==> config.mk <==
export PLATFORM = sky130hd
export DESIGN_NAME = board_responder
export DESIGN_NICKNAME = d
export VERILOG_FILES = /design/src/rtl/board_responder.sv
export SDC_FILE = /design/constraint.sdc
export NUM_CORES = 2
export LEC_CHECK = 0
export ABC_AREA = 1
export CAP_MARGIN = 0
export CELL_PAD_IN_SITES_DETAIL_PLACEMENT = 1
export CELL_PAD_IN_SITES_GLOBAL_PLACEMENT = 2
export CORE_MARGIN = 1.5
export CORE_UTILIZATION = 25
export CTS_CLUSTER_DIAMETER = 200
export CTS_CLUSTER_SIZE = 12
export DETAILED_ROUTE_END_ITERATION = 12
export PLACE_DENSITY = 0.7
export RECOVER_POWER = 50
export SKIP_CTS_REPAIR_TIMING = 1
export SKIP_LAST_GASP = 1
export SLEW_MARGIN = 20
export SYNTH_ARGS = -nofsm -noshare
export SYNTH_HDL_FRONTEND = slang
export SYNTH_SLANG_ARGS = --single-unit
export TNS_END_PERCENT = 1
==> constraint.sdc <==
create_clock -name Clk -period 19.1 [get_ports Clk]
set_input_delay 3.82 -clock Clk [delete_from_list [all_inputs] [get_ports Clk]]
set_output_delay 3.82 -clock Clk [all_outputs]
set_load 0.05 [all_outputs]
==> src/rtl/board_responder.sv <==
// Board side of the move/lock protocol: holds the locked-cell colour grid, checks the five
// candidate moves each frame, locks pieces, clears full lines and serves cell colours to the draw path.
module board_responder #(
  parameter int COLS = 10,
  parameter int ROWS = 20
) (
  input  logic        Clk,
  input  logic        Reset_n,
  input  logic        frame_clk_rising_edge,
  input  logic        get_new_block,
  input  logic [19:0] x_block,
  input  logic [19:0] y_block,
  input  logic [2:0]  cur_color,
  input  logic [19:0] x_move_left,
  input  logic [19:0] y_move_left,
  input  logic [19:0] x_move_right,
  input  logic [19:0] y_move_right,
  input  logic [19:0] x_rotate_right,
  input  logic [19:0] y_rotate_right,
  input  logic [19:0] x_rotate_left,
  input  logic [19:0] y_rotate_left,
  input  logic [19:0] x_move_down,
  input  logic [19:0] y_move_down,
  input  logic [4:0]  x_coord,
  input  logic [4:0]  y_coord,
  output logic [4:0]  can_move,
  output logic        BOARD_BUSY,
  output logic [2:0]  cell_color,
  output logic [15:0] lines_cleared,
  output logic        line_pulse,
  output logic        game_over
);

  typedef enum logic [2:0] {S_IDLE, S_CHECK, S_LOCK, S_SCAN, S_SHIFT} state_t;

  state_t              r_state;
  logic [COLS-1:0][2:0] r_grid [ROWS];
  logic [2:0]          r_k;
  logic [4:0]          r_shadow;
  logic [4:0]          r_can_move;
  logic [4:0]          r_row;
  logic [19:0]         r_lx;
  logic [19:0]         r_ly;
  logic [2:0]          r_lcolor;
  logic [15:0]         r_lines;
  logic                r_line_pulse;
  logic                r_game_over;

  logic [19:0]         w_cand_x;
  logic [19:0]         w_cand_y;
  logic                w_cand_ok;
  logic                w_row_full;
  logic                w_lock_top;
  logic                w_piece_hit;

  // Out-of-range coordinates read as EMPTY; callers add the range test where it matters.
  function automatic logic [2:0] grid_at(input logic [4:0] x, input logic [4:0] y);
    grid_at = 3'd0;
    for (int yy = 0; yy < ROWS; yy++)
      for (int xx = 0; xx < COLS; xx++)
        if (y == 5'(yy) && x == 5'(xx)) grid_at = r_grid[yy][xx];
  endfunction

  function automatic logic cell_legal(input logic [4:0] x, input logic [4:0] y);
    cell_legal = (x < 5'(COLS)) && (y < 5'(ROWS)) && (grid_at(x, y) == 3'd0);
  endfunction

  // NOTE: every always_comb output gets a default first so no path can infer a latch.
  always_comb begin
    w_cand_x = '0;
    w_cand_y = '0;
    case (r_k)
      3'd0: begin w_cand_x = x_move_left;    w_cand_y = y_move_left;    end
      3'd1: begin w_cand_x = x_move_right;   w_cand_y = y_move_right;   end
      3'd2: begin w_cand_x = x_rotate_right; w_cand_y = y_rotate_right; end
      3'd3: begin w_cand_x = x_rotate_left;  w_cand_y = y_rotate_left;  end
      3'd4: begin w_cand_x = x_move_down;    w_cand_y = y_move_down;    end
      default: ;
    endcase
  end

  always_comb begin
    w_cand_ok = 1'b1;
    for (int i = 0; i < 4; i++)
      if (!cell_legal(w_cand_x[5*i +: 5], w_cand_y[5*i +: 5])) w_cand_ok = 1'b0;
  end

  always_comb begin
    w_row_full = 1'b0;
    for (int yy = 0; yy < ROWS; yy++) begin
      if (r_row == 5'(yy)) begin
        w_row_full = 1'b1;
        for (int xx = 0; xx < COLS; xx++)
          if (r_grid[yy][xx] == 3'd0) w_row_full = 1'b0;
      end
    end
  end

  always_comb begin
    w_lock_top = 1'b0;
    for (int i = 0; i < 4; i++)
      if (r_lx[5*i +: 5] < 5'(COLS) && r_ly[5*i +: 5] == 5'd0) w_lock_top = 1'b1;
  end

  always_comb begin
    w_piece_hit = 1'b0;
    for (int i = 0; i < 4; i++)
      if (x_block[5*i +: 5] == x_coord && y_block[5*i +: 5] == y_coord) w_piece_hit = 1'b1;
    cell_color = (w_piece_hit && cur_color != 3'd0) ? cur_color : grid_at(x_coord, y_coord);
  end

  always_ff @(posedge Clk or negedge Reset_n) begin
    if (!Reset_n) begin
      r_state      <= S_IDLE;
      r_k          <= 3'd0;
      r_shadow     <= 5'd0;
      r_can_move   <= 5'd0;
      r_row        <= 5'd0;
      r_lx         <= 20'd0;
      r_ly         <= 20'd0;
      r_lcolor     <= 3'd0;
      r_lines      <= 16'd0;
      r_line_pulse <= 1'b0;
      r_game_over  <= 1'b0;
      // NOTE: the grid is a flop array, not a RAM, so it clears with the async reset like any state.
      for (int yy = 0; yy < ROWS; yy++) r_grid[yy] <= '0;
    end else begin
      r_line_pulse <= 1'b0;
      case (r_state)
        S_IDLE: begin
          if (get_new_block) begin
            r_lx     <= x_block;
            r_ly     <= y_block;
            r_lcolor <= cur_color;
            r_state  <= S_LOCK;
          end else if (frame_clk_rising_edge) begin
            r_k     <= 3'd0;
            r_state <= S_CHECK;
          end
        end
        S_CHECK: begin
          if (get_new_block) begin
            r_lx     <= x_block;
            r_ly     <= y_block;
            r_lcolor <= cur_color;
            r_state  <= S_LOCK;
          end else if (r_k == 3'd5) begin
            r_can_move <= r_shadow;
            r_state    <= S_IDLE;
          end else begin
            // Shifting left-first leaves left in bit 4 and down in bit 0 after five steps.
            r_shadow <= {r_shadow[3:0], w_cand_ok};
            r_k      <= r_k + 3'd1;
          end
        end
        S_LOCK: begin
          for (int i = 0; i < 4; i++)
            for (int yy = 0; yy < ROWS; yy++)
              for (int xx = 0; xx < COLS; xx++)
                if (r_ly[5*i +: 5] == 5'(yy) && r_lx[5*i +: 5] == 5'(xx))
                  r_grid[yy][xx] <= r_lcolor;
          if (w_lock_top) r_game_over <= 1'b1;
          r_row   <= 5'(ROWS - 1);
          r_state <= S_SCAN;
        end
        S_SCAN: begin
          if (w_row_full) begin
            r_line_pulse <= 1'b1;
            r_state      <= S_SHIFT;
          end else if (r_row == 5'd0) begin
            r_k     <= 3'd0;
            r_state <= S_CHECK;
          end else begin
            r_row <= r_row - 5'd1;
          end
        end
        S_SHIFT: begin
          for (int yy = 1; yy < ROWS; yy++)
            if (5'(yy) <= r_row) r_grid[yy] <= r_grid[yy-1];
          r_grid[0] <= '0;
          r_lines   <= r_lines + 16'd1;
          r_state   <= S_SCAN;
        end
        default: r_state <= S_IDLE;
      endcase
    end
  end

  assign BOARD_BUSY    = (r_state == S_LOCK) || (r_state == S_SCAN) || (r_state == S_SHIFT);
  assign can_move      = r_can_move;
  assign lines_cleared = r_lines;
  assign line_pulse    = r_line_pulse;
  assign game_over     = r_game_over;

endmodule

==> Yosys cells after proc, flatten, opt, wreduce, memory -nomap -nowiden <==
Index checks and enable logic that the tools add are counted.
{ "classes": {"n_addsub": 3, "n_lt_le_gt_ge": 31, "n_eq_ne": 517, "n_mux": 2074, "bitwise": 2, "n_reduce_logical": 2257} }
{ "ops": {"columns": ["cell", "n"], "rows": [
  ["$mux 3", 1813],
  ["$logic_and 1x1->1", 1817],
  ["$pmux 600 s2", 1],
  ["$ne 5x5->1 const B", 200],
  ["$logic_not 3->1", 206],
  ["$reduce_and 3->1", 194],
  ["$mux 30", 19],
  ["$eq 5x4->1 const B", 98],
  ["$eq 5x3->1 const B", 76],
  ["$mux 1", 234],
  ["$eq 5x5->1 const B", 40],
  ["$pmux 20 s5", 2],
  ["$eq 5x2->1 const B", 38],
  ["$eq 5x1->1 const B", 19],
  ["$logic_not 5->1", 19],
  ["$ne 2x2->1 const B", 26],
  ["$eq 5x5->1", 8],
  ["$le 4x5->1 const A", 8],
  ["$lt 5x4->1 const B", 8],
  ["$reduce_and 2->1", 12],
  ["$le 3x5->1 const A", 4],
  ["$le 5x5->1 const A", 4],
  ["$lt 5x5->1 const B", 4],
  ["$add 16x1->16 const B", 1],
  ["18 further kinds", 33]
]} }
{ "word_totals": {"register_bits": 682, "inputBits": 257, "word_cells": 5095} }

==> Longest topological paths before layout <==
{ "logic_depth": {"word_depth": 210, "mapped_depth": 125, "depth_no_buf": 123} }

==> Least setup slack after synthesis <==
OpenSTA, ideal clock, no wires.
{ "synth_path": {"path_kind": "input to output", "from": "input port x_coord[4]", "to": "output port cell_color[0]", "arrival_time_ns": 12.273, "required_ns": 15.280, "setup_slack_ns": 3.007, "cell_stages": 112, "path_cell_list": "clkbuf_1 > inv_1 > nand3_1 > or2_2 > buf_2 > nor2_1 > a21oi_1 > nand3_1 > o21ai_0 > nand4_1 > o21ai_0 > nand3_1 > o21ai_0 > nand3_1 > o21ai_0 > nand4_1 > nor2_1 > nand4_1 > [... 76 more ...] > nand2_1 > nand4_1 > nand2_1 > nand4_1 > nand2_1 > nand4_1 > nand2_1 > nand3_1 > nand2_1 > nand4_1 > nor2_1 > nand3_1 > nand2_1 > nand4_1 > nor2_1 > nand4_1 > nand2_1 > nand2_1"} }
{ "synth_via": {"elab_chain_cells": 203, "word_cells_on_any_way": 424, "cone_classes": "eq/ne: 13; mux: 205; reduce/logical: 206"} }
{ "synth_rtl": {"columns": ["element", "line_no", "rtl"], "rows": [
  ["start: declaration", "24", "input logic [4:0] x_coord,"],
  ["$logic_not 5->1", "61", "if (y == 5'(yy) && x == 5'(xx)) grid_at = r_grid[yy][xx];"],
  ["$logic_and 1x1->1", "61", null],
  ["$mux 3 (200 in series)", "61", null],
  ["$mux 3 (*)", "109", "cell_color = (w_piece_hit && cur_color != 3'd0) ? cur_color : grid_at(x_coord, y_coord);"],
  ["end: declaration", "28", "output logic [2:0] cell_color,"]
]} }
Every way passes the cells marked *; elsewhere a longest branch is shown, timed or not.

==> Worst setup path in the final report <==
{ "layout_path": {"from": "input port y_coord[4]", "to": "output port cell_color[0]"} }
{ "layout_via": {"elab_chain_cells": 203, "word_cells_on_any_way": 434, "cone_classes": "eq/ne: 23; mux: 205; reduce/logical: 206"} }
{ "layout_rtl": {"columns": ["element", "line_no", "rtl"], "rows": [
  ["start: declaration", "25", "input logic [4:0] y_coord,"],
  ["$logic_not 5->1", "61", null],
  ["$logic_and 1x1->1", "61", null],
  ["$mux 3 (200 in series)", "61", null],
  ["$mux 3 (*)", "109", null]
]} }
Marks and branches as above.

==> impl_metrics.env <==
export IMPL_cts_num_sinks=682
export IMPL_overflow=0
export IMPL_period_needed_ns=20.56
export IMPL_p_total_mw=15.6
export IMPL_hp_class="reg2reg"
export IMPL_vias_per_cell=5.92
export IMPL_die_w_um=524
export IMPL_most_common_layout_cells="nand2_1 (3171), nor2_1 (2556), inv_1 (1491)"
export IMPL_cts_htree_levels=3
export IMPL_core_mm2=0.270
export IMPL_final_period_utilization_pct=108
export IMPL_peakVddDrop_mv=0.0784
export IMPL_grt_antenna_before_repair=51
export IMPL_intPower_mw=5.07
export IMPL_synthFlopType="dfrtp_1"
export IMPL_p_leak_nw=30.8
export IMPL_seq_area_frac_synth_pct=25.1
export IMPL_synth_area_leaders="dfrtp_1 (25%), nand2_1 (18%), nor2_1 (14%), inv_1 (8.4%), o21ai_0 (6.7%)"
export IMPL_io_pins=284
export IMPL_switchingPower_mw=10.6
export IMPL_cpPeakStageDelay_ns=0.48
export IMPL_arrival_ns=16.74
export IMPL_grt_use_total_pct=39.9
export IMPL_crit_path_frequent_cell="nand4_1"
export IMPL_wl_um=564000
export IMPL_ant_nets=0
export IMPL_clkTransAtPathRegs_ns=0.07
export IMPL_row_count=191
export IMPL_hpwl_um=435000
export IMPL_io_buffers=283
export IMPL_critPathMaxFanout=7
export IMPL_fin_ws_ns=-1.46
export IMPL_critPathCaptureType="primary output"
export IMPL_final_common_cell="nand2_1"
export IMPL_instances_no_fill=16100
export IMPL_placed_area_mm2=0.0767
export IMPL_syn_area_per_cell_um2=5.55
export IMPL_die_h_um=524
export IMPL_syn_cell_area_mm2=0.0679
export IMPL_fin_tns_setup_ns=-3.96
export IMPL_initial_utilization_pct=25.1
export IMPL_clk_latency_ns=0.86
export IMPL_route_vias_total=95400
export IMPL_ys_warn_count=0
export IMPL_critPathKind="in2out"
export IMPL_grt_max_degree=99
export IMPL_synth_xor_area_share_pct=0.490
export IMPL_die_area_mm2=0.275
export IMPL_grt_pass1_wl_um=765000
export IMPL_synth_simple_gate_area_share_pct=43.3
export IMPL_hold_slack_ns=0.478
export IMPL_max_cap_viol_count=42
export IMPL_power_density_mw_per_mm2=200
export IMPL_cts_root_buf="clkbuf_16"
export IMPL_drc=0
export IMPL_dp_cells=16000
export IMPL_drt_iter0_drc=12200
export IMPL_drive_gt1_share_pct=4.76
export IMPL_drt_pass1_iter_count=6
export IMPL_synth_compound_area_share_pct=18.3
export IMPL_synthMuxAreaShare_pct=0.929
export IMPL_cts_buffers=71
export IMPL_worstPathRequired_ns=15.28
export IMPL_status="finished, violations left"
export IMPL_fin_nets=12800
export IMPL_grt_pass1_vias=93400
export IMPL_synth_top_cell_area_share_pct=25.1
export IMPL_fin_area_mm2=0.0783
export IMPL_syn_nets=12500
export IMPL_skew_ns=0.0564
export IMPL_final_setup_viol_count=3
export IMPL_synth_cell_types=52
export IMPL_fillers=35600
export IMPL_finalHoldViolations=0
export IMPL_slowest_stage="clkdlybuf4s50_1"
export IMPL_ys_seq_elements=682
export IMPL_synth_top_family_by_area="simple AND/OR/NAND/NOR gates"
export IMPL_tritoncts="done"
export IMPL_pwr_share_comb_pct=66.5
export IMPL_slew_violations=903
export IMPL_failed_checks="max-capacitance violations, max-slew violations, negative setup slack"
export IMPL_rsz0062_at_grt="true"
export IMPL_clkPwrFrac_pct=9.2
export IMPL_wl_per_cell_um=35.0
export IMPL_p_seq_share_pct=24.2
export IMPL_synth_top_area_cell="dfrtp_1"
export IMPL_synth_edf_count=0
export IMPL_synthCells=12200
export IMPL_worst_pin_slew_ns=6.48
export IMPL_area_delta_synth_final_pct=15.4
export IMPL_worst_slew_margin_rel_pct=-332
export IMPL_max_freq_mhz=48.6
export IMPL_startpoint_type="input port"
export IMPL_synthArstFlopShare_pct=100
export IMPL_gp_congestion=1.04
export IMPL_swShare_pct=67.6
export IMPL_synth_fa_ha_area_share_pct=0.203
export IMPL_cts_path_max_buffers=4
==> worst max-delay path: cells and delay by family <==
kind	cells	cell delay (ns)
simple gates	102	10.92
compound gates	7	0.79
buf+inv	7	1.23
==> registers in the layout, summed over array words and instances (netlist names) <==
register,cells
can_move,5
game_over,1
line_pulse,1
lines_cleared,16
r_grid,600
r_k,3
r_lcolor,3
r_lx,20
r_ly,20
r_row,5
r_shadow,5
r_state,3
==> final timing paths <==
kind                                  from                 to  slack, ns  depth (start not counted)
worst max-delay path            y_coord[4]      cell_color[0]      -1.46                        116
worst min-delay path             game_over          game_over       0.48                          1
worst max register to register      r_k[0]        r_shadow[0]       3.01                        118
worst min register to register   game_over          game_over       0.48                          1
max in group asynchronous          Reset_n        r_grid[234]       7.87                          3
min in group asynchronous          Reset_n  lines_cleared[13]       5.29                          1
==> synthesized netlist by cell type, drive strengths merged, types with 2 or more instances <==
| cell | instances |
|---|---|
| o41ai | 4 |
| xor2 | 29 |
| xnor2 | 9 |
| a221oi | 28 |
| o211ai | 20 |
| a31oi | 10 |
| o311ai | 5 |
| a211oi | 3 |
| nand2 | 3183 |
| a221o | 2 |
| clkinv | 81 |
| ha | 11 |
| a22oi | 20 |
| buf | 75 |
| mux2 | 56 |
| a21o | 4 |
| nor3 | 325 |
| or2 | 5 |
| o21ai | 914 |
| nand3 | 328 |
| nor2 | 2586 |
| dfrtp | 682 |
| nand4 | 648 |
| a311oi | 10 |
| o31ai | 121 |
| a21oi | 704 |
| nor4 | 40 |
| o22ai | 309 |
| a31o | 2 |
| a32oi | 4 |
| o2111ai | 19 |
| o221ai | 44 |
| nand3b | 3 |
| clkbuf | 385 |
| inv | 1545 |
==> cell families after synthesis <==
| group | count (synthesis) |
|---|---|
| simple gates | 7120 |
| mux | 56 |
| fa+ha+maj | 11 |
| compound gates | 2227 |
| flops | 682 |
| buf+inv | 2086 |
| xor+xnor | 38 |
==> metal layers <==
metal / wire (µm) / track usage (%) / up-vias
met2: 240000 / 60.4 / 5594
met5: 92 / 0 / -
li1: - / - / 40600
met1: 225000 / 50.1 / 47800
met3: 52900 / 8.11 / 1447
met4: 46300 / 29.0 / 16
==> per-stage QoR <==
| step | worst slack [ns] | util, % |
|---|---|---|
| 2_1_floorplan | 3.01 | - |
| 3_3_place_gp | -1.91 | 28.3 |
| 3_5_place_dp | -1.52 | 28.4 |
| 4_1_cts | -1.60 | 29.1 |
| 5_1_grt | -2.55 | 28.9 |
| 6_report | -1.46 | 29.0 |
==> power groups by stage <==
stage	combinational, mW	clock [mW]	sequential, mW
finish	10.4	1.44	3.79
global route	10.8	1.48	3.80
global placement	9.92	0	3.71
CTS	10.1	1.46	3.68
detailed placement	10.0	0	3.70
floorplan	4.97	0	2.86
==> layout make-up <==
type / instances / area, µm² / area share, %
Antenna cell: 38 / 95.1 / 0.121
Clock buffer: 73 / 1830 / 2.33
Clock inverter: 4 / 53.8 / 0.0687
Inverter: 1626 / 6110 / 7.80
Multi-Input combinational cell: 9452 / 43100 / 55.0
Sequential cell: 682 / 17100 / 21.8
Tap cell: 3570 / 4470 / 5.70
Timing Repair Buffer: 673 / 5590 / 7.14
No activity file was read; power rests on OpenSTA's default activity.
